<file path="src/rtl/led_fade_driver.sv">
// PWM LED output stage: each channel's level ramps linearly toward its target
// brightness, with a bypass mode and a selectable pin polarity.
module led_fade_driver #(
  parameter int CHANNELS         = 8,
  parameter int PWM_BITS         = 8,
  parameter int FADE_STEP_CYCLES = 1024,
  parameter int ACTIVE_LOW       = 1
) (
  input  logic                clk,
  input  logic                reset,
  input  logic [CHANNELS-1:0] led_i,
  input  logic [PWM_BITS-1:0] brightness,
  input  logic                enable,
  output logic [CHANNELS-1:0] led_o,
  output logic                busy
);

  localparam int TICK_W = (FADE_STEP_CYCLES > 1) ? $clog2(FADE_STEP_CYCLES) : 1;
  // PWM wraps one short of full scale so the top level is lit on every cycle.
  localparam logic [PWM_BITS-1:0] PWM_LAST  = {{(PWM_BITS-1){1'b1}}, 1'b0};
  localparam logic [TICK_W-1:0]   TICK_LAST = TICK_W'(FADE_STEP_CYCLES - 1);
  localparam logic                POL       = (ACTIVE_LOW != 0);

  logic [PWM_BITS-1:0] pwm_cnt_r;
  logic [TICK_W-1:0]   tick_cnt_r;
  logic [PWM_BITS-1:0] level_r  [CHANNELS];
  logic [PWM_BITS-1:0] target_s [CHANNELS];
  logic [CHANNELS-1:0] lit_s;
  logic                busy_s;
  logic                step_s;

  // Targets, lit decision and level/target mismatch for every channel.
  always_comb begin
    step_s = (tick_cnt_r == TICK_LAST);
    lit_s  = {CHANNELS{1'b0}};
    busy_s = 1'b0;
    for (int i = 0; i < CHANNELS; i++) begin
      target_s[i] = led_i[i] ? brightness : {PWM_BITS{1'b0}};
      if (enable) begin
        lit_s[i] = (pwm_cnt_r < level_r[i]);
      end else begin
        lit_s[i] = led_i[i];
      end
      busy_s = busy_s | (level_r[i] != target_s[i]);
    end
  end

  // Free-running PWM and fade tick counters.
  always_ff @(posedge clk) begin
    if (!reset) begin
      pwm_cnt_r  <= {PWM_BITS{1'b0}};
      tick_cnt_r <= {TICK_W{1'b0}};
    end else begin
      if (pwm_cnt_r == PWM_LAST) begin
        pwm_cnt_r <= {PWM_BITS{1'b0}};
      end else begin
        pwm_cnt_r <= pwm_cnt_r + PWM_BITS'(1);
      end
      if (step_s) begin
        tick_cnt_r <= {TICK_W{1'b0}};
      end else begin
        tick_cnt_r <= tick_cnt_r + TICK_W'(1);
      end
    end
  end

  // Level ramp: one unit toward target per step; frozen in bypass.
  always_ff @(posedge clk) begin
    for (int i = 0; i < CHANNELS; i++) begin
      if (!reset) begin
        level_r[i] <= {PWM_BITS{1'b0}};
      end else if (step_s && enable) begin
        if (level_r[i] < target_s[i]) begin
          level_r[i] <= level_r[i] + PWM_BITS'(1);
        end else if (level_r[i] > target_s[i]) begin
          level_r[i] <= level_r[i] - PWM_BITS'(1);
        end else begin
          level_r[i] <= level_r[i];
        end
      end else begin
        level_r[i] <= level_r[i];
      end
    end
  end

  // Registered pin drive and busy flag.
  always_ff @(posedge clk) begin
    if (!reset) begin
      led_o <= {CHANNELS{POL}};
      busy  <= 1'b0;
    end else begin
      led_o <= lit_s ^ {CHANNELS{POL}};
      busy  <= busy_s & enable;
    end
  end

endmodule

</file>
<file path="config.mk">
export PLATFORM = sky130hd
export DESIGN_NAME = led_fade_driver
export DESIGN_NICKNAME = d
export VERILOG_FILES = /design/src/rtl/led_fade_driver.sv
export SDC_FILE = /design/constraint.sdc
export NUM_CORES = 1
export LEC_CHECK = 0
export ABC_CLOCK_PERIOD_IN_PS = 4500
export CAP_MARGIN = 20
export CORE_ASPECT_RATIO = 0.75
export CORE_MARGIN = 3
export CORE_UTILIZATION = 60
export CTS_CLUSTER_DIAMETER = 120
export DETAILED_ROUTE_END_ITERATION = 6
export PLACE_DENSITY = 0.78
export SYNTH_ARGS = -nofsm -noshare
export SYNTH_HDL_FRONTEND = slang
export SYNTH_SLANG_ARGS = --single-unit
export TNS_END_PERCENT = 10
</file>
<file path="constraint.sdc">
create_clock -name clk -period 4.5 [get_ports clk]
set_input_delay 0.9 -clock clk [delete_from_list [all_inputs] [get_ports clk]]
set_output_delay 0.9 -clock clk [all_outputs]
set_load 0.1 [all_outputs]
</file>
Word-level counts from Yosys, hierarchy flattened
Memories as Yosys holds them, arrays and structs flattened.
Index checks and enable logic that the tools add are counted.
W data, S select, Z words.
{ "word_totals": {"reg_bits": 27, "latchBits": 0, "ram_bits": 64, "romBits": 0, "input_bits": 19, "elab_cells": 266, "memories": 1} }
{ "classes": {"add_sub_neg": 18, "n_mul": 0, "div_mod_pow": 0, "order_cmp": 24, "eq_ne": 10, "shifts": 0, "muxes": 164, "bitwise_logic": 42, "n_reduce_logical": 3} }
{ "memory_table": {"columns": ["name", "depth", "width", "rd", "rd_ports_with_merged_regs", "write_ports", "line", "rtl"], "rows": [
  ["level_r", 8, 8, 8, 0, 8, "26", "logic [PWM_BITS-1:0] level_r [CHANNELS];"]
]} }
{ "ops": {"columns": ["cell", "count"], "rows": [
  ["$mux W8", 40],
  ["$lt A8 B8 Y1", 16],
  ["$mux W1", 124],
  ["$add A8 B1 Y8 const B", 9],
  ["$gt A8 B8 Y1", 8],
  ["$ne A8 B8 Y1", 8],
  ["$sub A8 B1 Y8 const B", 8],
  ["$or A1 B1 Y1", 39],
  ["$add A10 B1 Y10 const B", 1],
  ["$eq A10 B10 Y1 const B", 1],
  ["$eq A8 B8 Y1 const B", 1],
  ["$not A8 Y8", 1],
  ["$reduce_or A2 Y1", 2],
  ["$and A1 B1 Y1", 1],
  ["$logic_and A1 B1 Y1", 1],
  ["$not A1 Y1", 1]
]} }

Depth between registers and ports, before layout
{ "logic_depth": {"depth_word": 10, "depth_mapped": 16, "depth_no_buf": 15} }

Worst setup path after synthesis
No wires, ideal clock.
{ "synth_timing": {"path_type": "input -> register", "start": "input led_i[4]", "end": "memory level_r[4][7], in the netlist level_r[1][7], data pin", "arrival_time_ps": 3700, "t_required_ps": 4342, "path_slack_ps": 642, "cell_stages": 15, "n_path_buf": 1, "path_cell_list": "clkbuf_1 > nand2_1 > ha_1 > nor2b_1 > o211ai_1 > a21oi_1 > nor3_1 > nor3_1 > ha_1 > a21oi_1 > o211ai_1 > o41a_1 > nor3b_1 > mux2i_1 > o211ai_1"} }
{ "synth_lines": {"columns": ["item", "line", "rtl"], "rows": [
  ["start, declared", "11", "input logic [CHANNELS-1:0] led_i,"],
  ["end, declared", "26", null]
]} }

==> metrics.md <==
| Metric | Value |
|---|---|
| Worst setup EP type | flop |
| Internal power | approximately 1.6 mW |
| Worst Tran Pin Value | about 1.0 ns |
| Non-Filler Instances | approximately 1,300 |
| Final worst slack | about 0.38 ns |
| Sequential area share after synthesis | a little over a quarter |
| Total net switching power | about 750 µW |
| Max VDD drop | approximately 0.17 mV |
| DR vias/cell | about 6.4 |
| Cell Pwr Density | ~240 mW/mm² |
| Crit start category | input pin |
| P&R area growth vs syn | 8.663% |
| CTS Hold Bufs | 0 |
| Gr busiest metal | met2 |
| Number of buffers created by CTS | 9 |
| Met1 GRT Util | between 40% and 50% |
| Leak pwr | approximately 4.1 nW |
| Starting Density | 62.04% |
| Met2 Use GR | between 40% and 50% |
| Syn nets | approximately 1,200 |
| Status | finished clean |
| Full die area | about 0.017 mm² |
| Post-Synthesis Cells | 1,079 |
| Dpl ws | between 0.03 and 0.04 ns |
| DRC | 0 |
| ANT nets after route | 0 |
| Setup violators final | 0 |
| Layout cell share with drive strength beyond 1 | between 5 and 6% |
| Period minus WS final | 4.119 ns |
| Syn_area_per_cell | ~8.4 µm² |
| Clock H-tree levels | 3 |
| Gpl congestion | a little over 0.9 |
| Hold/Removal Path Class | reg -> reg |
| Post-Route WL | about 24,000 µm |
| Number of synthesized register bits | 91 |
| Row count | 38 |
| Crit-path cells | clkdlybuf4s50_1, nand2_1, ha_1, nor2b_1, o211ai_1, a21oi_1, nor3_1, nor3_1, buf_4, ha_1, a21oi_1, o211ai_1, o41a_1, nor3b_1, mux2i_1, o211ai_1 |
| Crit Path Max Fanout | 9 |
| Post-synth EDFFs | 64 |
| Yosys Warn Count | 0 |
| Mapped Area | 0.009085 mm² |
| CP arrival | 4.32 ns |
| Tot GR Track Use | 28.96% |
| Buffer depth of the longest clock path | 2 |
| CTS tree | built |
| Slowest-stage cell, CP | clkdlybuf4s50_1 |
| Pins Over Slew Limit | 0 |
| Root buf cell | clkbuf_16 |
| Top cell by count, worst path | o211ai_1 |
| Drt pass-1 iters | 5 |
| Clock share of power | 33.0% |
| Congestion Overflow GR | 0 |
| Placed cell count | about 1,300 |
| First-pass GRT wire length | 39,050 µm |
| Die Wd | between 100 and 150 µm |
| Met3 Use GR | between 5 and 6% |
| Routed vias | around 8,400 |
| Initial antenna violation count | 1 |
| Setup TNS | 0 ns |
| Unrepaired setup endpoints after global routing | false |
| Worst slew margin | 30.83% |
| Die outline height | approximately 110 µm |
| Critical path's largest stage delay | around 0.64 ns |
| Worst path depth | 16 |
| Crit path kind | in -> reg |
| Crit path buffers/inverters | 2 |
| Sequential share of power | a little over two fifths |
| PortBufs | 27 |
| Final period util | approximately 92% |
| Num Clock Sinks | between 90 and 100 |
| Delay-heaviest family, CP | compound AO/OA/AOI/OAI gates |
| Number of global-route vias before repair | roughly 7,600 |
| Fmax | between 0.2 and 0.25 GHz |
| Setup repair bufs after CTS | 0 |
| Wire per inst | 18.44 µm |
| Detailed Route Iter0 Violations | 690 |
| Hold depth | 1 |
| Post-cts resize count | 0 |
| Ys flop type | edfxtp_1 |
| NumNets Final | around 1,300 |
| IO Pins | 28 |
| Max Cap Viol | 0 |
| Gate power share | between 20% and 30% |
| Worst R2R Path Depth | 14 |
| Sw frac | 32.47% |
| Hold Violations, Final | 0 |
| Skew-Pair Late Insertion Delay | approximately 0.35 ns |
| Critical path data required time | approximately 4.7 ns |
| Clk_skew | about 0.0063 ns |
| CORE AREA | roughly 0.015 mm² |
| Post-detail-place hpwl | roughly 17,000 µm |
| Largest net degree at the start of global routing | 39 |
| Clock slew at reported path FFs | approximately 0.07 ns |
| Yosys cell types | 71 |
| Share of synthesized flip-flops with an asynchronous set or reset | 0% |
==> kinds of logic (layout without fill, tap and decap cells) <==
group | after synthesis | in the layout | share of synthesized area (%)
mux | 9 | 9 | 1.047
compound gates | 282 | 282 | 21.55
fa+ha+maj | 144 | 144 | 19.91
simple gates | 408 | 408 | 22.97
buf+inv | 127 | 153 | 5.674
xor+xnor | 18 | 18 | 1.735
other cells | 0 | 1 | 0
flops | 91 | 91 | 27.10
==> flip-flops by register name, indices dropped and copies added (netlist names) <==
register,count
busy,1
led_o,8
level_r,64
pwm_cnt_r,8
tick_cnt_r,10
==> worst reg2reg max path, stage by stage (launching register included) <==
cell and delay (ns):
edfxtp_1 0.44, ha_1 0.34, nor2b_1 0.14, o211ai_1 0.16, a21oi_1 0.11, nor3_1 0.26, nor3_1 0.08, buf_4 0.17
ha_1 0.27, a21oi_1 0.17, o211ai_1 0.14, o41a_1 0.40, nor3b_1 0.26, mux2i_1 0.12, o211ai_1 0.09
==> final timing paths <==
kind | start | to | slack, ns
setup / recovery | led_i[4] | level_r[1][7]$_SDFFCE_PN0P_ | 0.38
hold / removal | tick_cnt_r[0]$_SDFF_PP0_ | tick_cnt_r[0]$_SDFF_PP0_ | 0.47
setup reg to reg | level_r[1][1]$_SDFFCE_PN0P_ | level_r[1][7]$_SDFFCE_PN0P_ | 1.20
hold reg to reg | tick_cnt_r[0]$_SDFF_PP0_ | tick_cnt_r[0]$_SDFF_PP0_ | 0.47
==> layer usage <==
metal	up-vias	wire length [µm]	share of wire, %
met3	59	1776	7.4
li1	4111	-	-
met2	346	10630	44
met4	0	863	3.6
met1	3884	10800	45
met5	-	0	0
==> power groups by stage <==
stage | logic [mW] | clock network [mW] | registers (mW)
global placement | 0.519 | 0 | 1.03
CTS | 0.537 | 0.785 | 1.01
finish | 0.542 | 0.767 | 1.01
floorplan | 0.357 | 0 | 1.05
global route | 0.605 | 0.813 | 1.02
detailed placement | 0.532 | 0 | 1.03
==> synthesized netlist by cell type (all sizes together) (3+ instances only) <==
cell	count	share of area [%]
edfxtp	64	21
a211oi	10	1.1
a31oi	24	1.7
a21boi	9	0.74
nand4	24	1.8
nor3	45	3.1
nand2b	15	1.0
o21ai	42	2.4
xnor2	10	0.96
o21a	25	2.1
mux2	4	0.50
o41a	3	0.37
or3	8	0.55
a21o	7	0.58
nor4	30	2.4
clkbuf	24	0.99
a2111oi	8	0.77
buf	11	0.88
dfxtp	27	5.9
and2	13	0.90
and3	12	0.83
nand2	125	5.2
o31a	8	0.77
a32oi	13	1.3
a22oi	4	0.33
and4	3	0.29
a21oi	71	4.0
a221oi	14	1.3
nand3	46	2.6
xor2	8	0.77
ha	143	20
inv	91	3.8
o211ai	16	1.3
or2	5	0.34
nor2	65	2.7
a311oi	7	0.67
mux2i	5	0.55
nor2b	12	0.83
==> area by class of cell <==
cell class / count / area [µm²]
multi-input combinational: 861 / 6107
clock inverter: 5 / 35.03
sequential: 91 / 2462
tap: 200 / 250.2
timing repair buffer: 45 / 405.4
fill: 1211 / 4772
inverter: 92 / 345.3
clock buffer: 11 / 264.0
antenna: 1 / 2.502
==> per-stage QoR <==
step / power, mW / cell area (µm²) / hold WS [ns] / utilization (%)
floorplan: 1.405 / 9085 / 0.4300 / -
global placement: 1.549 / 9570 / 0.4485 / 65.35
detailed placement: 1.563 / 9570 / 0.4633 / 65.35
CTS: 2.334 / 9869 / 0.4800 / 67.40
global route: 2.441 / 9872 / 0.5142 / 67.41
finish: 2.324 / 9872 / 0.4731 / 67.41
==> placed cells by master, fill, tap and decap left out, drive strengths merged, types with 9 or more instances in the layout <==
master / count
ha: 143
nand2: 125
inv: 93
a21oi: 71
nor2: 65
edfxtp: 64
nand3: 46
nor3: 45
o21ai: 42
nor4: 30
dfxtp: 27
clkdlybuf4s50: 27
o21a: 25
a31oi: 24
nand4: 24
buf: 18
o211ai: 16
nand2b: 15
a221oi: 14
and2: 13
a32oi: 13
nor2b: 12
and3: 12
clkbuf: 11
xnor2: 10
a211oi: 10
a21boi: 9
No activity file was read; power rests on OpenSTA's default activity.
